==> src/rtl/pkt_router.sv <==
// pkt_router: 4x4 packet interconnect between processing units.
// One input FIFO per source, one round-robin arbiter per destination.
// Sources have no backpressure: a packet reaching a full FIFO that is not
// popped in the same cycle is dropped and counted in a saturating counter.
// Delivered packets are driven from registered FIFO state, so there is no
// combinational path from any pu_tx input to any pu_rx output.
module pkt_router #(
  parameter int DEPTH = 4,
  parameter int PKTW  = 10
) (
  input  logic          clk,
  input  logic          rst,
  input  logic [PKTW:0] pu_tx0,
  input  logic [PKTW:0] pu_tx1,
  input  logic [PKTW:0] pu_tx2,
  input  logic [PKTW:0] pu_tx3,
  output logic [PKTW:0] pu_rx0,
  output logic [PKTW:0] pu_rx1,
  output logic [PKTW:0] pu_rx2,
  output logic [PKTW:0] pu_rx3,
  output logic [7:0]    drop_cnt
);

  localparam int AW = $clog2(DEPTH);
  localparam int CW = AW + 1;

  // Per-source FIFO state.
  logic [PKTW:0]   r_mem  [4][DEPTH];
  logic [AW-1:0]   r_wptr [4];
  logic [AW-1:0]   r_rptr [4];
  logic [CW-1:0]   r_cnt  [4];
  // Per-destination round-robin pointers and the shared drop counter.
  logic [1:0]      r_rr   [4];
  logic [7:0]      r_drop_cnt;

  logic [PKTW:0]   w_tx       [4];
  logic [PKTW:0]   w_head     [4];
  logic [1:0]      w_head_dst [4];
  logic [3:0]      w_head_vld;
  logic [3:0]      w_gnt_vld;
  logic [1:0]      w_gnt_src  [4];
  logic [PKTW:0]   w_rx       [4];
  logic [3:0]      w_pop;
  logic [3:0]      w_push;
  logic [3:0]      w_drop;
  logic [2:0]      w_drop_n;
  logic [8:0]      w_drop_sum;

  assign w_tx[0] = pu_tx0;
  assign w_tx[1] = pu_tx1;
  assign w_tx[2] = pu_tx2;
  assign w_tx[3] = pu_tx3;

  // Expose each FIFO head: its word, whether it exists, and where it goes.
  always_comb begin
    for (int s = 0; s < 4; s++) begin
      w_head[s]     = r_mem[s][r_rptr[s]];
      w_head_vld[s] = (r_cnt[s] != '0);
      w_head_dst[s] = w_head[s][PKTW-1:PKTW-2];
    end
  end

  // Per-destination arbitration: search from rr[D] for the first head aimed at D.
  always_comb begin
    logic [1:0] v_cand;
    // NOTE: every signal driven here gets a default first, so no path leaves
    // it unassigned and no latch is inferred.
    w_gnt_vld = '0;
    w_pop     = '0;
    v_cand    = '0;
    for (int d = 0; d < 4; d++) begin
      w_gnt_src[d] = r_rr[d];
      w_rx[d]      = '0;
      for (int k = 0; k < 4; k++) begin
        v_cand = r_rr[d] + 2'(k);
        if (!w_gnt_vld[d] && w_head_vld[v_cand] && (w_head_dst[v_cand] == 2'(d))) begin
          w_gnt_vld[d] = 1'b1;
          w_gnt_src[d] = v_cand;
        end
      end
      // Outputs are forced idle while reset is held so queued packets never leak.
      if (w_gnt_vld[d] && !rst) begin
        w_pop[w_gnt_src[d]] = 1'b1;
        w_rx[d]             = w_head[w_gnt_src[d]];
      end
    end
  end

  // Push/drop decision per source and the saturating sum of this cycle's drops.
  always_comb begin
    logic v_full;
    w_push   = '0;
    w_drop   = '0;
    w_drop_n = '0;
    v_full   = 1'b0;
    for (int s = 0; s < 4; s++) begin
      v_full    = (r_cnt[s] == CW'(DEPTH));
      w_push[s] = w_tx[s][PKTW] && (!v_full || w_pop[s]);
      w_drop[s] = w_tx[s][PKTW] && v_full && !w_pop[s];
      w_drop_n  = w_drop_n + 3'(w_drop[s]);
    end
    w_drop_sum = {1'b0, r_drop_cnt} + 9'(w_drop_n);
  end

  // FIFO pointers/occupancy, arbiter pointers and drop counter.
  always_ff @(posedge clk) begin
    // NOTE: state registers use non-blocking assignments so every flop samples
    // the pre-edge values regardless of statement order.
    if (rst) begin
      for (int s = 0; s < 4; s++) begin
        r_wptr[s] <= '0;
        r_rptr[s] <= '0;
        r_cnt[s]  <= '0;
        r_rr[s]   <= '0;
      end
      r_drop_cnt <= '0;
    end else begin
      for (int s = 0; s < 4; s++) begin
        if (w_push[s]) r_wptr[s] <= r_wptr[s] + AW'(1);
        if (w_pop[s])  r_rptr[s] <= r_rptr[s] + AW'(1);
        case ({w_push[s], w_pop[s]})
          2'b10:   r_cnt[s] <= r_cnt[s] + CW'(1);
          2'b01:   r_cnt[s] <= r_cnt[s] - CW'(1);
          default: r_cnt[s] <= r_cnt[s];
        endcase
      end
      for (int d = 0; d < 4; d++) begin
        if (w_gnt_vld[d]) r_rr[d] <= w_gnt_src[d] + 2'd1;
      end
      r_drop_cnt <= (w_drop_sum > 9'd255) ? 8'hFF : w_drop_sum[7:0];
    end
  end

  // FIFO storage writes.
  always_ff @(posedge clk) begin
    // NOTE: storage is deliberately not reset; emptiness comes from the
    // occupancy counts, so stale contents are never observable.
    for (int s = 0; s < 4; s++) begin
      if (!rst && w_push[s]) r_mem[s][r_wptr[s]] <= w_tx[s];
    end
  end

  assign pu_rx0   = w_rx[0];
  assign pu_rx1   = w_rx[1];
  assign pu_rx2   = w_rx[2];
  assign pu_rx3   = w_rx[3];
  assign drop_cnt = r_drop_cnt;

endmodule
==> config.mk <==
export PLATFORM = sky130hd
export DESIGN_NAME = pkt_router
export DESIGN_NICKNAME = d
export VERILOG_FILES = /design/src/rtl/pkt_router.sv
export SDC_FILE = /design/constraint.sdc
export NUM_CORES = 1
export LEC_CHECK = 0
export CAP_MARGIN = 20
export CORE_ASPECT_RATIO = 1.4
export CORE_MARGIN = 2
export CORE_UTILIZATION = 45
export DETAILED_ROUTE_END_ITERATION = 8
export REMOVE_ABC_BUFFERS = 1
export SYNTH_ARGS = -nofsm -noshare
export SYNTH_HDL_FRONTEND = slang
export SYNTH_SLANG_ARGS = --single-unit
==> constraint.sdc <==
create_clock -name clk -period 14.5 [get_ports clk]
set_input_delay 2.175 -clock clk [delete_from_list [all_inputs] [get_ports clk]]
set_output_delay 2.175 -clock clk [all_outputs]
set_load 0.005 [all_outputs]
# Word level (Yosys, flattened, before mapping)
# Memories as Yosys holds them, arrays and structs flattened.
# Index checks and enable logic that the tools add are counted.
[totals]
mem_count = 5
input_bits = 46
ramBits = 212
reg_bits = 8
[classes]
add_sub_neg = 36
muxes = 263
n_eq_ne = 24
n_lt_le_gt_ge = 57
bitwise = 55
n_reduce_logical = 93
[memory_table]
columns = ["memory", "words", "word_bits", "rd", "rd_ports_with_merged_regs", "write_ports", "line_no", "text"]
rows = [
  ["r_mem", 4, 44, 4, 0, 4, "28", "logic [PKTW:0] r_mem [4][DEPTH];"],
  ["r_cnt", 4, 3, 4, 0, 4, "31", "logic [CW-1:0] r_cnt [4];"],
  ["r_rptr", 4, 2, 4, 0, 4, "30", "logic [AW-1:0] r_rptr [4];"],
  ["r_rr", 4, 2, 4, 0, 4, "33", "logic [1:0] r_rr [4];"],
  ["r_wptr", 4, 2, 4, 0, 4, "29", "logic [AW-1:0] r_wptr [4];"],
]
[ops]
columns = ["operator", "count"]
rows = [
  ["$mux W11", 24],
  ["$bmux W11 S2", 8],
  ["$mux W44", 4],
  ["$mux W1", 114],
  ["$mux W2", 56],
  ["$demux W11 S2", 4],
  ["$ge A3 B3 Y1 const B", 28],
  ["$not A2 Y3", 28],
  ["$bmux W2 S2", 16],
  ["$lt A2 B3 Y1 const B", 20],
  ["$logic_and A1 B1 Y1", 56],
  ["$mux W3", 12],
  ["$add A2 B1 Y2 const B", 16],
  ["$bmux W1 S2", 16],
  ["$eq A2 B2 Y1 const B", 12],
  ["$or A1 B1 Y1", 24],
  ["$logic_not A1 Y1", 21],
  ["$add A2 B2 Y2 const B", 8],
  ["$eq A2 B1 Y1 const B", 8],
  ["$mux W4", 4],
  ["$add A3 B1 Y3 const B", 4],
  ["$eq A3 B3 Y1 const B", 4],
  ["$lt A3 B1 Y1 const B", 4],
  ["$or A4 B4 Y4", 3],
  ["13 further kinds", 34],
]

# Depth between registers and ports, before layout
[depth]
ltp_word = 42
mapped_depth = 25
ltp_nobuf = 23

# Least setup slack after synthesis
# OpenSTA, ideal clock, no wires.
[synth_timing]
path_kind = "register to register"
start = "memory r_mem[1][9] (netlist name)"
end = "register r_drop_cnt[0] (netlist: drop_cnt[0])"
path_buffers = 1
stages_incl_launch_ff = 22
arrival_time_ps = 5224
path_slack_ps = 9205
period_less_slack_ps = 5295
cell_sequence = "edfxtp_1 > and2_0 > mux4_2 > and2_1 > a2111o_1 > a21o_1 > a22oi_1 > clkbuf_1 > inv_1 > ha_1 > nor2b_1 > a221o_1 > a21oi_4 > nand3_1 > fa_1 > fa_1 > inv_1 > fa_1 > nand2_1 > nor2b_1 > nand3_1 > a21oi_1"
[synth_rtl]
columns = ["element", "line_no", "text"]
rows = [
  ["start, declared", "28", ""],
  ["end signal, assigned", "130", "r_drop_cnt <= (w_drop_sum > 9'd255) ? 8'hFF : w_drop_sum[7:0];"],
  ["end, declared", "34", "logic [7:0] r_drop_cnt;"],
]

==> results.txt <==
overall routing resource usage - 0.209
non-filler cells, final - 1425
hold_buf cts - 0
area of the core - 0.0267 sq mm
final core utilization - 0.529
Post-CTS Setup Inserts - 0
Max Cap Viol - 0
r2r setup slk - 7130 ps
Synth Area in Compound Gates - 0.108
Finished Cell Area - 0.0142 sq mm
most common cell after layout, fill and taps aside - edfxtp_1
first-pass detailed-route iteration total - 5
post-synthesis adder-cell area fraction - 0.0488
worst slew pin tran - 1020 ps
share of layout cells above drive strength 1 - 0.127
max-slew violations - 0
outcome - finished, final reports clean
Crit Path Max Fanout - 25
Placer Congestion - 0.881
CP max stage cell - edfxtp_1
Starting Density - 0.457
top cell type's share of synthesized area - 0.521
initial antenna violation count - 0
root buffer cell - clkbuf_16
prevailing post-synth register cell - edfxtp_1
Clock Path Buffers - 3
synthesized flop and latch total - 220
Max VDD drop - 0.114 mV
Avg Cell Area, Syn - 12.6 sq um
Synthesis Warnings - 0
largest family of logic cells by synthesized area - multiplexers
initial drt markers - 522
CTS Buf Count - 21
Reg power frac - 0.276
CP startpoint kind - register
critical path type - reg -> out
Cell Int Power - 2.00 mW
Syn Std Cell Area - 0.0122 sq mm
Synth Area in XOR/XNOR - 0.00789
Post-synth EDFFs - 212
area delta synth->final - 15.9%
area leader, netlist - edfxtp_1
global-route wire length before repair - 45600 um
Inserted Diodes - 0
Tcrit/Tclk final - 0.533
clock skew - 12.6 ps
Antenna Nets Post-Route - 0
pre-CTS setup slack - 7120 ps
Vias/cell - 5.77
setup_tns - 0 ps
CTS H-tree depth - 1
RSZ-0062 raised after global routing - false
DIE HEIGHT - 199 um
Post-Route WL - 29600 um
Worst path max stage delay - 970 ps
mux cell area share after synthesis - 0.136
gr ovfl total - 0
worst hold path type - reg -> reg
PostCTS Resize Cnt - 0
worst-path cell chain - and4bb_2 -> or4_1 -> nand2_1 -> mux4_2 -> a21o_1 -> o311ai_1 -> buf_4 -> a22oi_1 -> o21ai_0 -> a21oi_1 -> clkdlybuf4s50_1
Final nets - 1137
Simple-Gate Fraction of Synth Area - 0.126
pwr dens - 247 mW/mm^2
CP Capture Type - output port
clock sink total - 220
DRC viols - 0
leak pwr - 5.04 nW
final setup violation count - 0
hold endpoint - drop_cnt[6]
vias in the first global route - 7945
Placed Cells incl. Taps - 1387
Buffers on Ports - 93
main area contributors after synthesis - edfxtp_1 52%, mux4_2 8.1%, mux2i_1 4.3%
Die Footprint - 0.0285 sq mm
worst skew pair latency - 500 ps
sequential area share after synthesis - 0.535
r2r startpoint - r_rptr[2][1]
# IOs - 98
fin crit period - 7720 ps
clock group share of total power - 0.147
fmax - 129 MHz
post-synth cell types - 92
Post-Syn Instances - 968
placed instance area - 0.0135 sq mm
Worst Hold Depth - 2
Sw Share - 0.427
switching power - 1.49 mW
row cnt - 71
worst-case reg-to-reg path depth - 22
reg-to-reg endpoint - drop_cnt[5]
Reg area - 0.00653 sq mm
ys async rst share - 0
worst endpoint data arrival time - 5550 ps
detailed placement HPWL - 21500 um
DR vias - 8226
Fillers - 2290
Critical Path RT - 12320 ps
combinational share of power - 0.577
HP Start - drop_cnt[6]
Multi-input gate area - 0.00525 sq mm
PnR worst setup slack - 6780 ps
Die Width - 143 um
routed wire length per instance - 20.8 um
clock tree from TritonCTS - done
Reg clk slew, reported paths - 60 ps
Hold Fails Final Rpt - 0
most frequent cells in the layout - 212 x edfxtp_1, 92 x clkdlybuf4s50_1, 73 x nand2_1
Slew headroom - 0.321
largest net degree at the start of global routing - 41
[area by class of cell]
cell class | count | share of cell area
Clock buffer | 25 | 0.0382
Clock inverter | 11 | 0.00663
Inverter | 53 | 0.0144
Multi-Input combinational cell | 638 | 0.371
Sequential cell | 220 | 0.461
Tap cell | 365 | 0.0323
Timing Repair Buffer | 113 | 0.0763
[Yosys cell counts (5+ instances only)]
cell      instances
nand4_1           5
nor2_1           60
a32o_1            6
xnor2_1           8
nor3b_1          11
mux4_2           44
nand3_1          24
dfxtp_1           8
nand2b_1          6
and2_1           24
mux2i_1          53
buf_2            13
and3_1           19
fa_1              6
clkbuf_1         33
ha_1             38
mux2_2           11
o21ai_0          20
a21oi_1          23
nor2b_1          19
a221oi_1          6
buf_1            10
a211oi_1         40
inv_1            49
nor3_1           17
a22oi_1           5
o211ai_1         10
or2_1             5
edfxtp_1        212
o22ai_1          10
nand2_1          73
[power by group through the flow]
stage	sequential (mW)	combinational (mW)	clock (mW)
2_1_floorplan	0.958	1.31	0
3_5_place_dp	0.978	2.01	0
3_3_place_gp	0.975	1.99	0
5_1_grt	0.984	2.21	0.545
4_1_cts	0.965	2.02	0.523
6_report	0.964	2.02	0.512
[routing by layer]
layer,vias to the layer above,share of wire,routed length [um],global-route usage
met1,4079,0.42,12300,0.266
met5,-,0,0,0
met2,217,0.52,15400,0.379
li1,3882,-,-,-
met4,0,0.024,714,0.0594
met3,48,0.039,1160,0.0212
[cell families (layout without fill, tap and decap cells)]
| family | count (synthesis) | count (layout) |
|---|---|---|
| simple gates | 295 | 295 |
| compound gates | 175 | 175 |
| xor+xnor | 11 | 11 |
| buf+inv | 113 | 202 |
| other cells | 1 | 4 |
| flops | 220 | 220 |
| fa+ha+maj | 44 | 44 |
| mux | 109 | 109 |
[metrics by stage]
stage                     hold slack, ps  power [mW]
final                                538        3.49
after global routing                 578        3.73
after CTS                            543        3.50
after detailed placement             529        2.99
after global placement               540        2.96
after floorplan                      514        2.27
[sequential cells by signal, indices dropped and copies added (netlist names)]
| signal | flops |
|---|---|
| drop_cnt | 8 |
| r_cnt | 12 |
| r_mem | 176 |
| r_rptr | 8 |
| r_rr | 8 |
| r_wptr | 8 |
[worst max-delay path: cells and delay by family (launching register included)]
kind                   cells  cell delay [ps]
AO/OA/AOI/OAI              5             2050
AND/OR/NAND/NOR            3              980
flip-flops                 1              970
buffers and inverters      2              780
multiplexers               1              250
[worst max path at each step]
stage | from | to | slack (ps) | cells past startpoint
final | r_rptr[2][1] | pu_rx3[10] | 6780 | 11
after global placement | r_rptr[2][1] | drop_cnt[0] | 7300 | 22
after detailed placement | r_rptr[2][1] | drop_cnt[1] | 7120 | 22
after CTS | r_rptr[2][1] | pu_rx3[5] | 6730 | 11
after global routing | r_rptr[2][1] | pu_rx3[10] | 6360 | 11
after floorplan | r_rptr[1][0] | drop_cnt[0] | 7540 | 19
No activity file was read; power rests on OpenSTA's default activity.
